**src/rtl/mem_read_arbiter.sv**
```systemverilog
// Two-master AXI4-Lite read-channel (AR/R) arbiter onto one shared slave port; one transaction in flight.
// Define MEM_ARB_RR_EN for round-robin arbitration; default build is fixed priority with m1 (LSU) winning.
module mem_read_arbiter #(
   parameter int ADDR_W = 32,
   parameter int DATA_W = 32
) (
   input  logic              clock,
   input  logic              reset,
   input  logic [ADDR_W-1:0] m0_araddr,
   input  logic              m0_arvalid,
   output logic              m0_arready,
   output logic [DATA_W-1:0] m0_rdata,
   output logic [1:0]        m0_rresp,
   output logic              m0_rvalid,
   input  logic              m0_rready,
   input  logic [ADDR_W-1:0] m1_araddr,
   input  logic              m1_arvalid,
   output logic              m1_arready,
   output logic [DATA_W-1:0] m1_rdata,
   output logic [1:0]        m1_rresp,
   output logic              m1_rvalid,
   input  logic              m1_rready,
   output logic [ADDR_W-1:0] s_araddr,
   output logic              s_arvalid,
   input  logic              s_arready,
   input  logic [DATA_W-1:0] s_rdata,
   input  logic [1:0]        s_rresp,
   input  logic              s_rvalid,
   output logic              s_rready,
   output logic              busy
);

   typedef enum logic [1:0] {
      IDLE = 2'd0,
      ADDR = 2'd1,
      DATA = 2'd2
   } state_t;

   state_t state_q, state_d;
   logic   grant_q, grant_d;
   logic   winner;
   logic   rHandshake;

   assign rHandshake = (state_q == DATA) && s_rvalid && s_rready;

`ifdef MEM_ARB_RR_EN
   logic rrPtr_q, rrPtr_d;

   always_comb begin
      rrPtr_d = rrPtr_q;
      if (rHandshake) begin
         rrPtr_d = grant_q;
      end
   end

   always_ff @(posedge clock) begin
      if (reset) begin
         rrPtr_q <= 1'b0;
      end else begin
         rrPtr_q <= rrPtr_d;
      end
   end

   // Under contention the master that was not served last gets the port.
   assign winner = (m0_arvalid && m1_arvalid) ? ~rrPtr_q : m1_arvalid;
`else
   assign winner = m1_arvalid;
`endif

   always_ff @(posedge clock) begin
      if (reset) begin
         state_q <= IDLE;
         grant_q <= 1'b0;
      end else begin
         state_q <= state_d;
         grant_q <= grant_d;
      end
   end

   always_comb begin
      state_d = state_q;
      grant_d = grant_q;
      case (state_q)
         IDLE: begin
            if (m0_arvalid || m1_arvalid) begin
               grant_d = winner;
               state_d = ADDR;
            end
         end
         ADDR: begin
            if (s_arvalid && s_arready) begin
               state_d = DATA;
            end
         end
         DATA: begin
            if (rHandshake) begin
               state_d = IDLE;
            end
         end
         default: state_d = IDLE;
      endcase
   end

   // Only handshake signals are gated by ownership; address and read payload are muxed/broadcast freely.
   always_comb begin
      s_araddr   = grant_q ? m1_araddr : m0_araddr;
      s_arvalid  = 1'b0;
      s_rready   = 1'b0;
      m0_arready = 1'b0;
      m1_arready = 1'b0;
      m0_rvalid  = 1'b0;
      m1_rvalid  = 1'b0;
      case (state_q)
         ADDR: begin
            s_arvalid  = grant_q ? m1_arvalid : m0_arvalid;
            m0_arready = ~grant_q & s_arready;
            m1_arready = grant_q & s_arready;
         end
         DATA: begin
            s_rready  = grant_q ? m1_rready : m0_rready;
            m0_rvalid = ~grant_q & s_rvalid;
            m1_rvalid = grant_q & s_rvalid;
         end
         default: begin
         end
      endcase
   end

   assign m0_rdata = s_rdata;
   assign m1_rdata = s_rdata;
   assign m0_rresp = s_rresp;
   assign m1_rresp = s_rresp;
   assign busy     = (state_q != IDLE);

endmodule

```
**config.mk**
```make
export PLATFORM = sky130hd
export DESIGN_NAME = mem_read_arbiter
export DESIGN_NICKNAME = d
export VERILOG_FILES = /design/src/rtl/mem_read_arbiter.sv
export SDC_FILE = /design/constraint.sdc
export NUM_CORES = 1
export LEC_CHECK = 0
export BUFFER_PORTS_ARGS = -buffer_cell sky130_fd_sc_hd__buf_2
export CAP_MARGIN = 20
export CORE_AREA = 2 2 82 84
export DETAILED_ROUTE_END_ITERATION = 8
export DIE_AREA = 0 0 84 86
export GPL_ROUTABILITY_DRIVEN = 0
export SYNTH_ARGS = -nofsm -noshare
export SYNTH_HDL_FRONTEND = slang
export SYNTH_SLANG_ARGS = --single-unit
```
**constraint.sdc**
```tcl
create_clock -name clock -period 2 [get_ports clock]
set_input_delay 0.3 -clock clock [delete_from_list [all_inputs] [get_ports clock]]
set_output_delay 0.3 -clock clock [all_outputs]
set_load 0.005 [all_outputs]
```
==> impl_metrics.yaml <==
yosys:
  syn_nets: 236
  synth_xor_xnor_area_share_pct: 0
  synth_mux_area_share_pct: 35.1
  synthCells: 130
  synth_adder_area_share_pct: 0
  synthSimpleGateAreaFrac_pct: 6.34
  synth-seq-cells: 3
  syn_area_per_cell_um2: 8.34
  syn_area_um2: 1080
  synth-compound-area-share_pct: 2.65
  synth_top_family_by_area: "buffers and inverters"
  yosysUniqueCellTypes: 16
  ys_warn_count: 0
  ys_seq_area_share_pct: 5.54
cells_and_area:
  multiInputGateArea_um2: 478
  final_common_cell: "buf_2"
  nNetsFinal: 281
  drive_gt1_share_pct: 85.1
  regArea_um2: 61.3
  diodes: 0
  fillers: 700
  layout_common_cells: "110 x buf_2, 32 x mux2_2, 3 x inv_1, 3 x nand2_1, 3 x clkbuf_8"
  areaGrowthSynthToFinish_pct: 15.9
  utilization_pct: 20.0
detailed_routing:
  wl_met3_um: 481
  met1_length_um: 1090
  wl_per_cell_um: 12.1
  top_layer: "met4"
  drt_iter0_markers: 12
  ant_nets: 0
  met2_length_um: 1420
  via_per_inst: 3.73
  vias: 936
  drc: 0
  first_pass_iters: 3
  routed_wl_um: 3030
clock_network:
  cts_tree: "yes"
  post_cts_resized: 0
  cts_buffers: 3
  cts.sinks: 3
  hold_buffers: 0
  clk_path_buf_depth: 2
  clockRootBuffer: "clkbuf_8"
  htree_levels: 1
  clk_pin_slew_ns: 0.03
  post-cts-setup-buffers: 0
  clock_latency_ns: 0.22
floorplan:
  die_y_um: 86
  initial_utilization_pct: 17.3
  rows: 29
  coreArea_um2: 6280
  ios: 213
  die-width_um: 84
  dieArea_um2: 7220
worst_setup_path:
  reg2reg_depth: 4
  r2r-end: "state_q[1]$_SDFFE_PP0P_"
  cpPeakStageDelay_ns: 0.32
  crit_buf_inv: 2
  crit_family: "buffers and inverters"
  cp_slowest_cell: "mux2i_1"
  cp_max_fo: 21
  worst_setup_path_start_kind: "register"
  r2r-start: "grant_q$_SDFFE_PP0P_"
  r2r_slack_ns: 0.73
  cp.arrival_ns: 1.31
  critical_path_required_ns: 1.70
  critPathKind: "reg2out"
  critical_path.endpoint_type: "output port"
  worstPathCellList: "buf_4 > mux2i_1 > nor3b_1 > buf_2"
sta:
  setup-tns-final_ns: 0
  fmax_ghz: 0.620
  fin_skew_ns: 0.00319
  setup_viol: 0
  min_period_ns: 1.61
  slew_headroom_pct: 83.0
  whs_ns: 0.283
  rsz0062_at_grt: "false"
  hold_viol_final: 0
  fin_crit_sh_pct: 80.7
  tightest_slew_ns: 0.249
  drv_slew: 0
min_path:
  hold_end: "state_q[1]$_SDFFE_PP0P_"
  hold_class: "in2reg"
  worst_hold_path.num_cells: 2
  hold_path.startpoint: "reset"
global_routing:
  grt_max_degree: 22
  antenna_found_initial: 0
  gr-usage-all-layers_pct: 7.72
  grt_pass1_wl_um: 4490
  grt.overflow.total: 0
  grt_pass1_vias: 969
power:
  vdd_drop_max_v: 0.000261
  power.total_w: 0.000518
  power_density_nw_per_um2: 412
  p_leak_nw: 0.675
placed_design:
  place_hpwl_um: 2640
  portBuffers: 110
run:
  maxCapViolations: 0
run_status:
  status: "completed"
[registers in the layout, summed over array words and instances (netlist names)]
name	count
state_q	2
grant_q	1
[worst max path at each step]
| stage | end | startpoint | slack (ns) | depth (start not counted) |
|---|---|---|---|---|
| 2_1_floorplan | s_araddr[13] | grant_q$_SDFFE_PP0P_ | 0.62 | 3 |
| 3_3_place_gp | s_araddr[30] | grant_q$_SDFFE_PP0P_ | 0.62 | 3 |
| 3_5_place_dp | s_araddr[9] | grant_q$_SDFFE_PP0P_ | 0.60 | 3 |
| 4_1_cts | s_arvalid | grant_q$_SDFFE_PP0P_ | 0.35 | 4 |
| 5_1_grt | s_arvalid | grant_q$_SDFFE_PP0P_ | 0.27 | 4 |
| 6_report | s_arvalid | grant_q$_SDFFE_PP0P_ | 0.39 | 4 |
[report_power, final]
group | internal (W) | leakage [nW] | switching (W) | total (W)
sequential | 0.0000655 | 0.0251 | 0.00000482 | 0.0000703
combinational | 0.000166 | 0.627 | 0.000105 | 0.000271
clock | 0.000136 | 0.0228 | 0.0000401 | 0.000176
total | 0.000368 | 0.675 | 0.000150 | 0.000518
[metrics by stage]
stage          instance area, µm²  worst slack (ns)  instances
6_report                     1260             0.386        251
5_1_grt                      1260             0.274        251
4_1_cts                      1260             0.355        251
3_5_place_dp                 1210             0.603        247
3_3_place_gp                 1210             0.618        247
2_1_floorplan                1080             0.622        130
[cell type report]
type	instances	share of cell area [%]
inverter	3	0.896
clock buffer	4	3.58
timing repair buffer	112	45.0
sequential	3	4.88
tap	77	7.66
multi-input combinational	52	38.0
[kinds of logic (layout without fill, tap and decap cells)]
group	after synthesis	after routing
AND/OR/NAND/NOR	13	13
flip-flops	3	3
AO/OA/AOI/OAI	5	5
multiplexers	34	34
buffers and inverters	75	119
[Yosys cell counts (all sizes together)]
master  count  area share (%)
buf        72              49
mux2       32              33
dfxtp       3             5.5
inv         3             1.0
nand2       3             1.0
a21oi       2            0.92
mux2i       2             1.8
nor2        2            0.69
nor2b       2             1.2
nor3        2            0.92
nor3b       2             1.4
o21ai       2            0.92
and3        1            0.58
o32ai       1            0.81
or3         1            0.58
[metal layers]
layer	vias up	GRT usage, %
li1	449	-
met1	387	8.37
met2	88	13.0
met3	12	3.66
met4	0	3.23
met5	-	0
Power figures use the tool's default switching activity.
